==> src/rtl/hazard_ctrl.sv <==
// hazard_ctrl: resolves bus waits, MDU occupancy, load-use and taken branches into
// one stall/flush vector per cycle, and squashes a wrong-path fetch still in flight.
module hazard_ctrl #(
    parameter int MUL_LAT = 3,
    parameter int DIV_LAT = 32,
    parameter int CNT_W   = 6
) (
    input  logic       clk,
    input  logic       reset,
    input  logic       i_req,
    input  logic       i_data_ok,
    input  logic       d_req,
    input  logic       d_data_ok,
    input  logic [4:0] rs1_D,
    input  logic [4:0] rs2_D,
    input  logic [4:0] rd_E,
    input  logic       memread_E,
    input  logic       mdu_start_E,
    input  logic       mdu_div_E,
    input  logic       branch_taken_E,
    output logic       stall_F,
    output logic       stall_D,
    output logic       stall_E,
    output logic       stall_M,
    output logic       reset_D,
    output logic       reset_E,
    output logic       reset_M,
    output logic       reset_W,
    output logic       mdu_busy,
    output logic       mdu_done
);
    typedef enum logic [1:0] {IDLE, BUSY, DONE} state_t;
    state_t           state;
    logic [CNT_W-1:0] cnt;
    logic             pend, dwait, iwait, lu, r1, r2, r3, r4, r5, pclr;

    always_comb begin
        dwait    = d_req & ~d_data_ok;
        iwait    = i_req & ~i_data_ok;
        lu       = memread_E & (rd_E != 5'd0) & ((rd_E == rs1_D) | (rd_E == rs2_D));
        mdu_busy = reset & ((state == BUSY) | ((state == IDLE) & mdu_start_E & ~dwait));
        mdu_done = reset & (state == DONE);
        r1       = reset & dwait;
        r2       = reset & ~dwait & mdu_busy;
        r3       = reset & ~dwait & ~mdu_busy & branch_taken_E;
        r4       = reset & ~dwait & ~mdu_busy & ~branch_taken_E & lu;
        r5       = reset & ~dwait & ~mdu_busy & ~branch_taken_E & ~lu & iwait;
        stall_F  = r1 | r2 | r4 | r5;
        stall_D  = r1 | r2 | r4;
        stall_E  = r1 | r2;
        stall_M  = r1;
        reset_W  = r1;
        reset_M  = r2;
        reset_E  = r3 | r4;
        // The returning wrong-path word is squashed as it lands in D.
        pclr     = reset & ~r1 & ~r2 & pend & i_data_ok & ~stall_F;
        reset_D  = r3 | r5 | pclr;
    end

    always_ff @(posedge clk) begin
        if (!reset) begin
            state <= IDLE;
            cnt   <= '0;
            pend  <= 1'b0;
        end else begin
            pend <= (branch_taken_E & ~stall_E & iwait) ? 1'b1 : pclr ? 1'b0 : pend;
            if (!dwait) begin
                if (state == IDLE && mdu_start_E) begin
                    state <= BUSY;
                    cnt   <= mdu_div_E ? CNT_W'(DIV_LAT - 1) : CNT_W'(MUL_LAT - 1);
                end else if (state == BUSY) begin
                    cnt   <= cnt - CNT_W'(1);
                    state <= (cnt == CNT_W'(1)) ? DONE : BUSY;
                end else if (state == DONE) begin
                    state <= IDLE;
                end
            end
        end
    end
endmodule

==> config.mk <==
export PLATFORM = sky130hd
export DESIGN_NAME = hazard_ctrl
export DESIGN_NICKNAME = d
export VERILOG_FILES = /design/src/rtl/hazard_ctrl.sv
export SDC_FILE = /design/constraint.sdc
export NUM_CORES = 1
export LEC_CHECK = 0
export CORE_ASPECT_RATIO = 1.5
export CORE_UTILIZATION = 41
export CTS_BUF_LIST = sky130_fd_sc_hd__clkbuf_8 sky130_fd_sc_hd__clkbuf_16
export DETAILED_ROUTE_END_ITERATION = 8
export PLACE_DENSITY = 0.88
export SLEW_MARGIN = 20
export SYNTH_ARGS = -nofsm -noshare
export SYNTH_HDL_FRONTEND = slang
export SYNTH_SLANG_ARGS = --single-unit
export TNS_END_PERCENT = 5
==> constraint.sdc <==
create_clock -name clk -period 3.3 [get_ports clk]
set_input_delay 0.99 -clock clk [delete_from_list [all_inputs] [get_ports clk]]
set_output_delay 0.99 -clock clk [all_outputs]
set_load 0.02 [all_outputs]
# Yosys cells after proc, flatten, opt, wreduce, memory -nomap -nowiden
# Index checks and enable logic that the tools add are counted.
[totals]
register_bits = 9
input_bits = 25
out_inout_bits = 10
[op_classes]
n_addsub = 1
n_eq_ne = 5
muxes = 9
bitwise = 42
reduce_logical = 8
[op_table]
columns = ["cell", "n"]
rows = [
  ["1-bit bitwise AND", 24],
  ["6-bit two-way mux", 2],
  ["5-bit equality test", 2],
  ["1-bit inverter", 10],
  ["2-bit two-way mux", 4],
  ["1-bit OR", 8],
  ["6-bit by 1-bit equality test with 1-bit output (second input constant)", 1],
  ["6-bit by 1-bit subtractor with 6-bit output (second input constant)", 1],
  ["5-bit two-way mux", 1],
  ["5-bit nonzero test", 1],
  ["2-bit AND reduction", 2],
  ["2-bit nonzero test", 2],
  ["3-bit nonzero test", 1],
  ["2-bit by 1-bit equality test with 1-bit output (second input constant)", 1],
  ["2-bit equality test (second input constant)", 1],
  ["2-bit zero test", 1],
  ["1-bit two-way mux", 2],
  ["1-bit logical AND", 1],
]

# Logic depth before layout (Yosys ltp)
# Gate-level depths: netlist of run 1.
[depth]
word_depth = 16
ltp_mapped = 8

# Worst setup path after synthesis of run 1
# Ideal clock, no wire load.
[synth_timing]
path_type = "input to output"
start = "input port rd_E[1]"
end = "output port reset_D"
arrival_time_ps = 2323
required_ps = 2310
slack_ps = -13
path_stages = 4
n_path_buf = 0
cell_sequence = "or4_4 -> o21ai_4 -> nor2_2 -> o31ai_1"
[synth_via]
elab_chain_cells = 10
word_cells_on_any_way = 16
classes_between = "eq/ne (2); bitwise (13); reduce/logical (1)"
[synth_rtl]
columns = ["item", "line", "text"]
rows = [
  ["start, declared", "16", "input logic [4:0] rd_E,"],
  ["5-bit equality test or 5-bit nonzero test (tied branches)", "40", "lu = memread_E & (rd_E != 5'd0) & ((rd_E == rs1_D) | (rd_E == rs2_D));"],
  ["1-bit OR or 1-bit bitwise AND (tied branches)", "40", ""],
  ["1-bit bitwise AND *", "40", ""],
  ["1-bit inverter", "47", "r5 = reset & ~dwait & ~mdu_busy & ~branch_taken_E & ~lu & iwait;"],
  ["1-bit bitwise AND (2 in series)", "47", ""],
  ["1-bit OR", "48", "stall_F = r1 | r2 | r4 | r5;"],
  ["1-bit inverter", "56", "pclr = reset & ~r1 & ~r2 & pend & i_data_ok & ~stall_F;"],
  ["1-bit bitwise AND", "56", ""],
  ["1-bit OR *", "57", "reset_D = r3 | r5 | pclr;"],
  ["end, declared", "25", "output logic reset_D,"],
]
# Every way passes the cells marked *; elsewhere a longest branch is shown, timed or not.

# Worst setup path after layout of run 1
[layout_timing]
start = "input port rd_E[4]"
end = "output port stall_F"
[layout_via]
elab_chain_cells = 7
word_cells_on_any_way = 12
classes_between = "eq/ne (2); bitwise (9); reduce/logical (1)"
[layout_rtl]
columns = ["item", "line", "text"]
rows = [
  ["5-bit equality test or 5-bit nonzero test (tied branches)", "40", ""],
  ["1-bit OR or 1-bit bitwise AND (tied branches)", "40", ""],
  ["1-bit bitwise AND *", "40", ""],
  ["1-bit inverter", "47", ""],
  ["1-bit bitwise AND (2 in series)", "47", ""],
  ["1-bit OR *", "48", ""],
  ["end, declared", "21", "output logic stall_F,"],
]
# Marks and branches as above.

==> results.md, run 1 <==
Setup path:
- The peak fanout along the critical path is 3.
- The arrival time at the worst endpoint is 2.36 ns.
- STA puts the critical path data required time at 2.31 ns.
- The worst setup path is of the in -> out kind.
- STA classifies the critical path startpoint as an input pin.
- STA classifies the critical path endpoint as a primary output.

Placement:
- The count of buffers added on input and output ports is 34.
- Once placement completed, the tool counted placed cells totaling 171.
- The final weighted congestion of routability-driven global placement is 0.774.
- Detailed placement finished with a half-perimeter wire length of 1.73 mm.

Clocking:
- The post-CTS clock slew at the launch and capture registers of the worst setup and hold paths is 0.05 ns.
- The maximum clock path buffer count is 2.
- The number of hold-repair buffers added at the cts stage is 0.
- The deepest level of the CTS H-tree is 1.
- For the worst-skew pair, the clock arrives at the later sink with an insertion delay of 0.24 ns.
- In this run the clock root is driven by a sky130_fd_sc_hd__clkbuf_8.
- TritonCTS built the clock tree.
- The clock drives 9 sinks.
- The CTS buffer count is 3.

Yosys:
- The share of synthesized area occupied by flip-flops and latches is 0.224.
- The number of distinct library cells after synthesis is 33.
- The synthesized netlist occupies a cell area of 806 um2.
- In the post-synthesis netlist, the biggest area contributors are sky130_fd_sc_hd__dfxtp_1, sky130_fd_sc_hd__xor2_1, sky130_fd_sc_hd__ha_1.
- Among all flip-flop cells after synthesis, the most frequent one is sky130_fd_sc_hd__dfxtp_1.
- The cell type contributing the most total cell area after synthesis is sky130_fd_sc_hd__dfxtp_1.
- The most common cell in the netlist is sky130_fd_sc_hd__xor2_1.
- The share of synthesized area in the top cell type comes to 0.224.
- The net count after synthesis is 135.
- Sorting the synthesized cells by how often they occur yields sky130_fd_sc_hd__xor2_1, sky130_fd_sc_hd__dfxtp_1, sky130_fd_sc_hd__nor2_1, sky130_fd_sc_hd__o21ai_0.
- The post-synthesis cell count is 105.
- After synthesis the netlist holds a flip-flop and latch count of 9.
- The number of flops mapped to enable cells by yosys is 0.
- The fraction of registers with async set/reset is 0.
- The number of warnings printed during yosys synthesis is 0.
- The synthesized area per cell is 7.67 um2.

Power:
- The power per cell area is 339 nW/um2.
- The internal power contribution is 298 uW.
- The total net switching power is 160 uW.
- Of the total power, the share spent switching nets is 0.350.
- The static power due to leakage is 0.000697 uW.
- The portion of total power attributed to sequential cells is 0.285.
- The maximum VDD drop is 0.192 mV.
- The share of power burned in the clock network is 0.285.
- The logic gate share of total power is 0.431.

Layout:
- The number of non-filler instances in the completed layout is 175.
- The final net count is 185.
- From synthesis to final layout, the design area changed by 67.5%.
- In the final layout, the share of cells above drive strength 1 is 0.260.
- 0 antenna diodes ended up in the layout.

Routing:
- The overall routed net length is 2.42 mm.
- The first detailed-routing pass ran for 4 iterations.
- For this run, design rule violations remaining after detail routing come to 0.
- After detailed routing, the average wire length per cell comes to 13.8 um.
- In this run, the number of DRC markers left after iteration 0 of detailed routing was 23.
- Using the TritonRoute via totals, the vias-per-cell ratio works out to 5.53.
- The count of nets left with antenna violations after detail routing is 0.
- The overall via count from detail_route is 967.

Status:
- The flow ran to the end, but the final reports show violations.
- The final reports fail on negative setup slack.

Global route:
- The via count of the first global-routing pass is 955.
- In the global route stage, overall resource usage came out at 0.240.
- The total overflow left after global routing is 0.
- The first-pass GRT wire length is 3.75 mm.
- The number of antenna violations at the first check in global routing was 0.
- The largest net degree at the start of global routing is 13.

STA:
- The setup total negative slack is -0.0751 ns.
- The portion of the clock cycle consumed by the worst path in the final layout is 1.01.
- The highest clock rate is 299 MHz.
- In this run the tightest slew margin relative to its limit is 0.767.
- The number of hold violations in the final report is 0.
- The count of pins over their slew limit was 0.
- The number of setup violations in the final report is 4.
- For the pin with the worst max-slew slack, the measured transition is 0.347 ns.
- Setup repair after global routing could not meet its margin everywhere.
- The final critical-path setup slack is -0.0484 ns.
- The clock arrives with 0.000374 ns of skew.
- The time the worst path needs with I/O delays and setup is 3.35 ns.

Die:
- The I/O pin total is 35.
- The die is 38.2 um wide.
- The die covers 2150 um2.
- From bottom edge to top edge, the die measures 56.3 um.
- The core box area is 1830 um2.
- The starting density of the core is 0.440.
- In this run the core area contains 19 standard-cell rows.

Worst hold path:
- In this run the worst hold path is classified as reg -> reg.

Job:
- Across the run, the number of max-cap violations was 0.
## routing by layer
metal	global-route usage	up-vias	share of wire	routed length (um)
met2	0.448	43	0.54	1320
met1	0.239	449	0.37	905
met3	0.0237	7	0.059	143
li1	-	468	-	-
met5	0	-	0	0
met4	0.122	0	0.024	57
## cells in the final DEF, fill, tap and decap left out, types with 2 or more instances in the layout
cell	instances
sky130_fd_sc_hd__nand2_1	7
sky130_fd_sc_hd__clkdlybuf4s15_1	2
sky130_fd_sc_hd__dlymetal6s2s_1	12
sky130_fd_sc_hd__nor2b_1	2
sky130_fd_sc_hd__nand3_1	2
sky130_fd_sc_hd__buf_4	16
sky130_fd_sc_hd__dfxtp_1	9
sky130_fd_sc_hd__nor3_1	3
sky130_fd_sc_hd__inv_1	6
sky130_fd_sc_hd__buf_2	2
sky130_fd_sc_hd__dlygate4sd2_1	3
sky130_fd_sc_hd__a21boi_0	2
sky130_fd_sc_hd__xor2_1	9
sky130_fd_sc_hd__nor2_1	9
sky130_fd_sc_hd__a21oi_1	6
sky130_fd_sc_hd__and3_1	3
sky130_fd_sc_hd__clkdlybuf4s50_1	8
sky130_fd_sc_hd__and2_1	7
sky130_fd_sc_hd__ha_1	5
sky130_fd_sc_hd__clkbuf_2	4
sky130_fd_sc_hd__o21ai_0	9
sky130_fd_sc_hd__xor2_2	2
sky130_fd_sc_hd__o31ai_1	2
sky130_fd_sc_hd__clkbuf_8	3
## state kept, by name, indices dropped and copies added, names as in the netlist
signal	cells
pend	1
state	2
cnt	6
## logic make-up after synthesis
kind of cell	count (synthesis)	share of synthesized area
xor gates and xnor gates	11	0.120
AOI/OAI and AO/OA	32	0.275
adders and majority gates	5	0.0776
DFF	9	0.224
and+or+nand+nor	40	0.261
buffers and inverters	8	0.0435
## worst max-delay path, cell delays in order
cell                              delay, ns
sky130_fd_sc_hd__clkdlybuf4s15_1       0.25
sky130_fd_sc_hd__or4_4                 0.47
sky130_fd_sc_hd__o21ai_4               0.18
sky130_fd_sc_hd__nor2_2                0.07
sky130_fd_sc_hd__o31a_1                0.26
sky130_fd_sc_hd__buf_6                 0.13
## worst paths after layout
check,depth (start not counted),endpoint,slack (ns),start
setup / recovery,6,stall_F,-0.05,rd_E[4]
hold / removal,2,state[1],0.48,state[1]
setup reg to reg,7,cnt[3],1.58,state[0]
hold reg to reg,2,state[1],0.48,state[1]
## metrics by stage
step | worst slack (ns) | util | power [uW] | hold slack, ns | cell area (um2)
final | -0.0484 | 0.738 | 458 | 0.480 | 1350
after global routing | -0.101 | 0.738 | 484 | 0.508 | 1350
after CTS | -0.233 | 0.701 | 450 | 0.484 | 1280
after detailed placement | -0.793 | 0.692 | 325 | 0.477 | 1270
after global placement | -0.763 | 0.692 | 318 | 0.472 | 1270
after floorplan | 0.0123 | - | 235 | 0.458 | 811
## layout make-up
cell class	instances	area, um2
clock inverters	1	3.75
inverters	5	18.8
clock buffers	3	41.3
multi-input cells	88	642
well taps	21	26.3
repair buffers	48	438
fillers	136	480
flip-flops and latches	9	180
## power by group through the flow
stage	combinational, uW	sequential, uW	clock, uW
floorplan	105	130	0
global placement	187	131	0
detailed placement	193	132	0
CTS	189	130	131
global route	215	132	137
finish	197	130	130
## timing repair
action                                  4_1_cts  5_1_grt
resized for setup                            29       32
endpoints found under the setup margin       10        6
pin swaps                                     5       15
gates cloned                                  0        0
buffers inserted                              0        0
No activity file was read; power rests on OpenSTA's default activity.
==> inputs of run 2 (changes only) <==
CORE_ASPECT_RATIO = unset   (was 1.5)
CORE_UTILIZATION = 50   (was 41)
DONT_BUFFER_PORTS = 1   (was unset)
PLACE_DENSITY = 0.75   (was 0.88)
==> results.md, run 2 (synthesized netlist as in run 1, its figures left out) <==
Status:
- Status: finished clean (was finished with violations).

STA:
- The number of setup violations in the final report came to 0 (was 4).
- The final critical-path setup slack came to 0.157 ns (was -0.0484 ns).
- The highest clock rate was 318 MHz (was 299 MHz).
- The portion of the clock cycle consumed by the worst path in the final layout is 0.953 (was 1.01).
- The final-layout worst hold slack came to 0.508 ns (was 0.480 ns).
- The time the worst path needs with I/O delays and setup is 3.14 ns (was 3.35 ns).
- The number of hold violations in the final report is 0 (unchanged).
- The count of pins over their slew limit was 0 (unchanged).
- The setup total negative slack is 0 ns (was -0.0751 ns).
- The pin slew with the least headroom to its limit is 0.407 ns (was 0.347 ns).
- The worst setup skew after layout is 0.000695 ns (was 0.000374 ns).
- The worst-case headroom to the max-slew limit came to 0.731 (was 0.767).
- RSZ-0062 raised after global routing: false (was true).

Setup path:
- The peak fanout along the critical path is 3 (unchanged).
- The number of cell instances on the worst register-to-register path is 7 (unchanged).
- The arrival time at the worst endpoint was 2.15 ns (was 2.36 ns).
- The launching element type of the critical path is an input pin (unchanged).
- The slack of the worst reg-to-reg path was 1.59 ns (was 1.58 ns).
- The worst reg2reg path endpoint was state[1] (was cnt[3]).
- The critical path class is in -> out (unchanged).
- The nature of the critical path endpoint is a primary output (unchanged).
- The required time at the endpoint of the critical path is 2.31 ns (about the same).
- The startpoint of the worst-slack reg-to-reg timing path is state[0] (unchanged).

Die:
- The chip height came to 42.1 um (was 56.3 um).
- The area of the die came to 1780 um2 (was 2150 um2).
- The core box area is 1510 um2 (was 1830 um2).
- The I/O pin total came to 35 (unchanged).
- The number of rows in the core area came to 14 (was 19).
- The width of the die came to 42.1 um (was 38.2 um).
- The starting density of the core is 0.535 (was 0.440).

Layout:
- Most used cells in the layout excluding fill and tap cells: sky130_fd_sc_hd__xor2_1, sky130_fd_sc_hd__nor2_1, sky130_fd_sc_hd__o21ai_0, sky130_fd_sc_hd__dfxtp_1 (was sky130_fd_sc_hd__buf_4, sky130_fd_sc_hd__dlymetal6s2s_1).
- The total area of multi-input combinational cells is 596 um2 (was 642 um2).
- The share of layout cells above drive strength 1 is 0.102 (was 0.260).
- The utilization after layout was 0.581 (was 0.738).
- The footprint of the flip-flops and latches came to 180 um2 (unchanged).
- Biggest regs: cnt (6), state (2), pend (1) (unchanged).
- The final net count is 139 (was 185).
- The number of flip-flops under the largest register name came to 6 (unchanged).
- The layout-stage area growth over the synthesis result is 8.54% (was 67.5%).
- The most flop-heavy register is cnt (unchanged).
- The number of filler cells placed in the layout was 149 (was 136).
- The total inserted antenna cells is 0 (unchanged).
- The commonest non-fill, non-tap cell in the layout is sky130_fd_sc_hd__xor2_1 (was sky130_fd_sc_hd__buf_4).

Power:
- The overall power consumption is 380 uW (was 458 uW).
- The power per cell area is 434 nW/um2 (was 339 nW/um2).
- The static power due to leakage is 0.000360 uW (was 0.000697 uW).
- The maximum VDD drop came to 0.325 mV (was 0.192 mV).

Global route:
- The number of antenna violations at the first check in global routing came to 0 (unchanged).
- The global-route congestion overflow total is 0 (unchanged).
- The first-pass GRT wire length came to 2.56 mm (was 3.75 mm).
- The total routing resource utilization after global routing is 0.186 (was 0.240).
- The via count of the first global-routing pass is 670 (was 955).
- The largest net degree at the start of global routing is 17 (was 13).

Clocking:
- The post-CTS clock slew at the launch and capture registers of the worst setup and hold paths is 0.04 ns (was 0.05 ns).
- The deepest level of the CTS H-tree is 1 (unchanged).
- The number of hold-repair buffers added at the cts stage is 0 (unchanged).
- The clock root buffer master was sky130_fd_sc_hd__clkbuf_8 (unchanged).
- The number of setup buffers added after CTS is 0 (unchanged).
- The clock tree from TritonCTS is built (unchanged).
- The post-cts gate resize count is 0 (was 29).
- The number of clock sinks is 9 (unchanged).
- The CTS buffer count was 3 (unchanged).
- The clock latency on the worst-skew pair is 0.23 ns (was 0.24 ns).
- The maximum clock path buffer count is 2 (unchanged).

Worst hold path:
- The startpoint of the tightest hold check path is cnt[4] (was state[1]).
- The endpoint with the worst hold slack is cnt[4] (was state[1]).
- The type of the most critical hold path was reg -> reg (unchanged).
- The number of cells on the worst hold path is 2 (unchanged).

Routing:
- The overall via count from detail_route is 736 (was 967).
- The number of iterations in the first detailed-routing pass is 4 (unchanged).
- The DRC violations left came to 0 (unchanged).
- The number of vias per cell is 5.94 (was 5.53).
- The average routed wire per standard cell is 12.9 um (was 13.8 um).
- The count of nets left with antenna violations after detail routing is 0 (unchanged).
- The overall routed net length is 1.60 mm (was 2.42 mm).
- The first-iteration detailed-routing DRC count came to 26 (was 23).

Placement:
- The total half-perimeter wirelength after legalization and detailed placement was 1.27 mm (was 1.73 mm).
- The post-placement worst setup slack is 0.150 ns (was -0.793 ns).
- The final weighted congestion of routability-driven global placement was 0.882 (was 0.774).
- The count of input and output buffers is 0 (was 34).

Job:
- The max capacitance violation total was 0 (unchanged).
==> run 2: cell types whose count changed in the layout (fill, tap and decap cells not counted), sizes merged <==
| cell | delta |
|---|---|
| buf | -17 |
| clkbuf | -4 |
| clkdlybuf4s15 | -2 |
| clkdlybuf4s50 | -8 |
| dlygate4sd2 | -3 |
| dlymetal6s2s | -12 |
==> run 2: layout make-up <==
| class | instances | share of cell area |
|---|---|---|
| clock buffers | 3 | 0.0472 |
| clock inverters | 1 | 0.00429 |
| inverters | 5 | 0.0215 |
| multi-input cells | 88 | 0.681 |
| flip-flops and latches | 9 | 0.206 |
| well taps | 16 | 0.0229 |
| repair buffers | 2 | 0.0172 |
==> run 2: worst max path at each step <==
| stage | startpoint | to | slack (ns) | cells after the start |
|---|---|---|---|---|
| 3_5_place_dp | rd_E[1] | reset_D | 0.15 | 5 |
| 4_1_cts | rd_E[1] | reset_D | 0.15 | 5 |
| 3_3_place_gp | rd_E[1] | reset_D | 0.17 | 5 |
| 2_1_floorplan | rd_E[3] | stall_D | 0.01 | 4 |
| 6_report | rd_E[1] | reset_D | 0.16 | 5 |
| 5_1_grt | rd_E[1] | reset_D | 0.09 | 5 |
==> run 2: report_power, final <==
group / switching, uW / total [uW] / internal (uW)
clock: 44.5 / 126 / 81.1
combinational: 73.8 / 124 / 49.9
sequential: 9.43 / 130 / 121
total: 128 / 380 / 252
==> run 2: through the flow <==
stage	cells	cell area, um2
CTS	124	875
finish	124	875
detailed placement	120	830
floorplan	105	811
global placement	120	830
global route	124	875
==> run 2: metal layers <==
metal | vias up | track usage | share of wire
met2 | 20 | 0.284 | 0.46
met4 | 0 | 0.0625 | 0.0063
met1 | 336 | 0.229 | 0.47
met3 | 3 | 0.0905 | 0.063
li1 | 377 | - | -
met5 | - | 0 | 0
==> run 2: critical path, stage by stage <==
cell and delay (ns):
sky130_fd_sc_hd__or4_4 0.53, sky130_fd_sc_hd__o21ai_4 0.17, sky130_fd_sc_hd__nor2_2 0.07, sky130_fd_sc_hd__o31ai_2 0.23
sky130_fd_sc_hd__buf_4 0.17
==> inputs of run 3 (changes only) <==
TNS_END_PERCENT = 30   (was 5)
==> results of run 3 <==
Final layout, timing and power as in run 2 (identical DEF).
